==> src/rtl/ixu_mp_dispatch.sv <==
// Dispatch feeder for the integer issue queue: compacts a two-wide rename bundle into a
// one-bundle staging register and owns the physical-register ready scoreboard.
module ixu_mp_dispatch #(
    parameter int PRF_TAGS = 64
) (
    input  logic        core_clock_i,
    input  logic        core_reset_n_i,
    input  logic        core_flush_i,

    input  logic        ren0_vld_i,
    input  logic        ren1_vld_i,
    input  logic [17:0] ren0_data_i,
    input  logic [17:0] ren1_data_i,
    input  logic        ren0_rs1_vld_i,
    input  logic        ren0_rs2_vld_i,
    input  logic        ren1_rs1_vld_i,
    input  logic        ren1_rs2_vld_i,
    input  logic        ren0_rd_vld_i,
    input  logic        ren1_rd_vld_i,
    input  logic [5:0]  ren0_rd_i,
    input  logic [5:0]  ren1_rd_i,
    input  logic        ren0_sc_only_i,
    input  logic        ren0_mc_only_i,
    input  logic        ren1_sc_only_i,
    input  logic        ren1_mc_only_i,
    output logic        ren_busy_o,

    output logic [17:0] p0_data_o,
    output logic [17:0] p1_data_o,
    output logic        p0_vld_o,
    output logic        p1_vld_o,
    output logic        p0_rs1_vld_o,
    output logic        p0_rs2_vld_o,
    output logic        p1_rs1_vld_o,
    output logic        p1_rs2_vld_o,
    output logic        p0_rs1_rdy,
    output logic        p0_rs2_rdy,
    output logic        p1_rs1_rdy,
    output logic        p1_rs2_rdy,
    output logic        p0_restrict_to_sc_o,
    output logic        p0_restrict_to_mc_o,
    output logic        p1_restrict_to_sc_o,
    output logic        p1_restrict_to_mc_o,
    input  logic        p0_busy_i,
    input  logic        p1_busy_i,

    input  logic [5:0]  eu0_wk,
    input  logic [5:0]  eu1_wk,
    input  logic [5:0]  eu2_wk,
    input  logic [5:0]  eu3_wk,
    input  logic        eu0_vld,
    input  logic        eu1_vld,
    input  logic        eu2_vld,
    input  logic        eu3_vld
);

    typedef struct packed {
        logic [17:0] data;
        logic        rs1_vld;
        logic        rs2_vld;
        logic        sc_only;
        logic        mc_only;
    } slot_t;

    logic                held_vld_q, held_vld_d;
    logic                held_two_q, held_two_d;
    slot_t               slot0_q, slot0_d;
    slot_t               slot1_q, slot1_d;
    logic [PRF_TAGS-1:0] sb_q, sb_d;

    logic  go;
    logic  capture;
    slot_t ren0_slot;
    slot_t ren1_slot;

    assign go         = held_vld_q && (held_two_q ? !p1_busy_i : !p0_busy_i);
    assign ren_busy_o = held_vld_q && !go;
    assign capture    = !ren_busy_o && !core_flush_i && (ren0_vld_i || ren1_vld_i);

    assign ren0_slot = '{data: ren0_data_i, rs1_vld: ren0_rs1_vld_i, rs2_vld: ren0_rs2_vld_i,
                         sc_only: ren0_sc_only_i, mc_only: ren0_mc_only_i};
    assign ren1_slot = '{data: ren1_data_i, rs1_vld: ren1_rs1_vld_i, rs2_vld: ren1_rs2_vld_i,
                         sc_only: ren1_sc_only_i, mc_only: ren1_mc_only_i};

    always_comb begin
        held_vld_d = held_vld_q;
        held_two_d = held_two_q;
        slot0_d    = slot0_q;
        slot1_d    = slot1_q;

        if (go) begin
            held_vld_d = 1'b0;
        end
        if (capture) begin
            held_vld_d = 1'b1;
            // A lone ren1 op is compacted into slot 0 so it only needs one queue entry.
            if (ren0_vld_i) begin
                slot0_d    = ren0_slot;
                slot1_d    = ren1_slot;
                held_two_d = ren1_vld_i;
            end else begin
                slot0_d    = ren1_slot;
                held_two_d = 1'b0;
            end
        end
        if (core_flush_i) begin
            held_vld_d = 1'b0;
        end
    end

    always_comb begin
        sb_d = sb_q;
        if (eu0_vld) sb_d[eu0_wk] = 1'b1;
        if (eu1_vld) sb_d[eu1_wk] = 1'b1;
        if (eu2_vld) sb_d[eu2_wk] = 1'b1;
        if (eu3_vld) sb_d[eu3_wk] = 1'b1;
        // Clears are applied after wakeups so a newly allocated tag wins over a stale writeback.
        if (capture && ren0_vld_i && ren0_rd_vld_i) sb_d[ren0_rd_i] = 1'b0;
        if (capture && ren1_vld_i && ren1_rd_vld_i) sb_d[ren1_rd_i] = 1'b0;
        if (core_flush_i) sb_d = '1;
        sb_d[0] = 1'b1;
    end

    always_ff @(posedge core_clock_i or negedge core_reset_n_i) begin
        if (!core_reset_n_i) begin
            held_vld_q <= 1'b0;
            held_two_q <= 1'b0;
            slot0_q    <= '0;
            slot1_q    <= '0;
            sb_q       <= '1;
        end else begin
            held_vld_q <= held_vld_d;
            held_two_q <= held_two_d;
            slot0_q    <= slot0_d;
            slot1_q    <= slot1_d;
            sb_q       <= sb_d;
        end
    end

    assign p0_vld_o            = go;
    assign p1_vld_o            = go && held_two_q;
    assign p0_data_o           = slot0_q.data;
    assign p1_data_o           = slot1_q.data;
    assign p0_rs1_vld_o        = slot0_q.rs1_vld;
    assign p0_rs2_vld_o        = slot0_q.rs2_vld;
    assign p1_rs1_vld_o        = slot1_q.rs1_vld;
    assign p1_rs2_vld_o        = slot1_q.rs2_vld;
    assign p0_restrict_to_sc_o = slot0_q.sc_only;
    assign p0_restrict_to_mc_o = slot0_q.mc_only;
    assign p1_restrict_to_sc_o = slot1_q.sc_only;
    assign p1_restrict_to_mc_o = slot1_q.mc_only;

    assign p0_rs1_rdy = sb_q[slot0_q.data[17:12]];
    assign p0_rs2_rdy = sb_q[slot0_q.data[11:6]];
    assign p1_rs1_rdy = sb_q[slot1_q.data[17:12]];
    assign p1_rs2_rdy = sb_q[slot1_q.data[11:6]];

endmodule
==> config.mk <==
export PLATFORM = sky130hd
export DESIGN_NAME = ixu_mp_dispatch
export DESIGN_NICKNAME = d
export VERILOG_FILES = /design/src/rtl/ixu_mp_dispatch.sv
export SDC_FILE = /design/constraint.sdc
export NUM_CORES = 1
export LEC_CHECK = 0
export CAP_MARGIN = 20
export CORE_ASPECT_RATIO = 1.25
export CORE_MARGIN = 2
export CORE_UTILIZATION = 55
export CTS_BUF_LIST = sky130_fd_sc_hd__clkbuf_4 sky130_fd_sc_hd__clkbuf_8
export CTS_CLUSTER_DIAMETER = 200
export CTS_CLUSTER_SIZE = 8
export DETAILED_ROUTE_END_ITERATION = 16
export HOLD_SLACK_MARGIN = 0.05
export PLACE_DENSITY = 0.91
export SETUP_SLACK_MARGIN = 0.15
export SYNTH_ARGS = -nofsm -noshare
export SYNTH_HDL_FRONTEND = slang
export SYNTH_SLANG_ARGS = --single-unit
==> constraint.sdc <==
create_clock -name core_clock_i -period 6.69 [get_ports core_clock_i]
set_input_delay 1.0035 -clock core_clock_i [delete_from_list [all_inputs] [get_ports core_clock_i]]
set_output_delay 1.0035 -clock core_clock_i [all_outputs]
set_load 0.01 [all_outputs]
==> results_dict.tcl <==
set metrics [dict create \
    status "finished clean" \
    dieHeight_um 150 \
    grt_start_max_net_pins 56 \
    io_pins 144 \
    r2r_cells 5 \
    path_buf_inv 1 \
    start_util_pct 56.0 \
    final.period_utilization_pct 66.7 \
    timing.fmax_mhz 224 \
    crit_path_start_kind "flop" \
    clock_latency_ns 0.40 \
    synthTopCellsByCount "nand2_1 (90), nor2_1 (77), clkbuf_1 (66)" \
    clock_sinks 109 \
    cts_buffer_depth 2 \
    gr-total-overflow 0 \
    synth_area_mm2 0.00943 \
    finalHoldViolCount 0 \
    path_class "flop to output pin" \
    peakVddDrop_uv 85.7 \
    cp_num_cells 6 \
    clk_pin_slew_ns 0.13 \
    ys_warn_count 0 \
    ys_seq_area_share_pct 29.7 \
    worstMarginPinSlew_ns 1.22 \
    cp-end-kind "output pin" \
    path_delay_family "multiplexers" \
    multiInputGateArea_mm2 0.00616 \
    seq_area_mm2 0.00281 \
    slowest_stage "dfrtp_1" \
    fin_crit_ns 4.46 \
    finalWirelength_um 40100 \
    htreeDepth 3 \
    grt.total_usage_pct 44.2 \
    rows 53 \
    wire_per_inst_um 32.2 \
    grt_setup_unrepaired "false" \
    hold_buffers 0 \
    ys_async_sr_fraction_pct 100 \
    slew_headroom_pct 18.3 \
    worst_clock_skew_ns 0.0202 \
    total_power_w 0.00184 \
    cts_setup_buffers 0 \
    arrival_ns 3.46 \
    synth.most_common_cell "nand2_1" \
    num_antenna_cells 0 \
    synth.distinct_cells 64 \
    ys.flop_type "dfstp_2" \
    first_pass_iters 8 \
    die_x_um 121 \
    min_delay_path_depth 1 \
    design_area_mm2 0.0111 \
    ant_nets 0 \
    cp-startpoint "p0_data_o[7]" \
    cts_resized 0 \
    avgSynthCellArea_um2 9.98 \
    p_leak_nw 3.63 \
    critPathMaxFanout 14 \
    placed_cell_area_mm2 0.0108 \
    netlist.area_leader.share_pct 17.5 \
    synth_edf_count 0 \
    port_buffers 143 \
    grt_pass1_wl_um 58800 \
    area_growth_pct 17.3 \
    ys_top_cells_by_area "dfstp_2 (18%), mux4_2 (14%), dfrtp_1 (12%)" \
    crit_top_cell "mux2i_1" \
    root_buffer "clkbuf_8" \
    critical_path.cell_chain "mux4_2 > mux2i_1 > mux2i_1 > mux2_2 > a211o_1 > clkdlybuf4s50_1" \
    hpwl_um 30200 \
    yosys.area.top_type "dfstp_2" \
    critical-path-max-stage-delay_ns 0.85 \
    min_path_type "flop to flop" \
    synth-seq-cells 109 \
    via_per_inst 7.79 \
    syn_inst 945 \
    reg2reg_from "held_two_q" \
    fill_cells 1288 \
    drive_gt1_share_pct 21.1 \
    tns_ns 0 \
    numCtsBuffers 9 \
    drt_iter0_markers 1430 \
    cts_tree "built" \
    cap_viol_max_count 0 \
    gp_congestion 1.06 \
    grt_pass1_vias 9360 \
    antenna_found_initial 1 \
    drc_errors 0 \
    syn-num-nets 1038 \
    drv_slew 0 \
    final_nets 1112 \
    r2r_slack_ns 3.94 \
    min_from "p1_data_o[0]" \
    die-area_mm2 0.0182 \
    finalSetupViolations 0 \
    cp.required_ns 5.69 \
    core_area_mm2 0.0168 \
    powerDensity_mw_per_mm2 166 \
    vias 9691 \
]
==> cell usage in the layout, fill, tap and decap left out, types with 9 or more instances in the layout <==
cell type / Yosys / routed
a211oi_1: 25 / 25
nand3_1: 10 / 10
nor4_1: 10 / 10
a21oi_1: 32 / 32
mux2_2: 27 / 27
or3b_2: 10 / 10
nor3b_1: 19 / 19
a221o_1: 33 / 33
clkbuf_8: 0 / 9
dfrtp_1: 46 / 46
nand3b_1: 16 / 16
nor2_1: 77 / 76
a22oi_1: 35 / 35
mux2i_1: 45 / 45
mux4_2: 58 / 58
o22ai_1: 36 / 36
inv_1: 15 / 15
nor3_1: 19 / 19
buf_4: 0 / 13
and3b_1: 15 / 15
a21o_1: 25 / 25
and3_1: 11 / 11
nand2_1: 90 / 90
dfstp_2: 63 / 63
a2111oi_0: 13 / 13
clkdlybuf4s50_1: 0 / 142
==> routing by layer <==
layer  vias up  part of all wire (%)  track usage (%)
li1       3920                     -                -
met1      4559                    34             54.8
met2       954                    45             68.3
met3       258                    12             10.1
met4         0                   8.4             31.0
met5         -                     0                0
==> final cells by class <==
class / count / share of cell area, %
inverter: 16 / 0.543
sequential: 109 / 25.4
multi-input combinational: 724 / 55.7
tap: 220 / 2.49
timing repair buffer: 159 / 14.1
clock buffer: 9 / 1.12
clock inverter: 7 / 0.701
==> state kept, by name (all words and copies together) (netlist names) <==
| name | cells |
|---|---|
| p0_data_o | 18 |
| held_vld_q | 1 |
| p0_rs1_vld_o | 1 |
| p1_rs1_vld_o | 1 |
| p0_rs2_vld_o | 1 |
| p1_restrict_to_sc_o | 1 |
| p1_restrict_to_mc_o | 1 |
| p1_rs2_vld_o | 1 |
| p1_data_o | 18 |
| sb_q | 63 |
| p0_restrict_to_mc_o | 1 |
| p0_restrict_to_sc_o | 1 |
| held_two_q | 1 |
==> power breakdown <==
group          switching, W  internal (W)
registers          0.000150      0.000713
clock network      0.000273      0.000149
logic              0.000250      0.000303
==> final timing paths <==
path	end
max in group asynchronous	held_vld_q
hold / removal	p1_data_o[0]
min in group asynchronous	p1_data_o[6]
hold reg to reg	p1_data_o[0]
setup / recovery	p0_rs2_rdy
setup reg to reg	sb_q[4]
==> cells by family after synthesis <==
kind of cell / count (synthesis) / synth area share, %
AND/OR/NAND/NOR: 330 / 20.2
buffers and inverters: 112 / 5.11
flip-flops: 109 / 29.7
multiplexers: 138 / 24.1
AO/OA/AOI/OAI: 256 / 20.9
==> stage by stage <==
stage | hold slack (ns) | utilization, % | instances | setup WS [ns]
after floorplan | 0.519 | - | 945 | 3.62
after global placement | 0.487 | 64.2 | 1223 | 2.88
after detailed placement | 0.495 | 64.4 | 1225 | 2.83
after global routing | 0.531 | 65.7 | 1244 | 2.13
after CTS | 0.521 | 65.6 | 1241 | 2.37
final | 0.521 | 65.7 | 1244 | 2.23
Note: power is estimated with default switching activity, not from simulation.
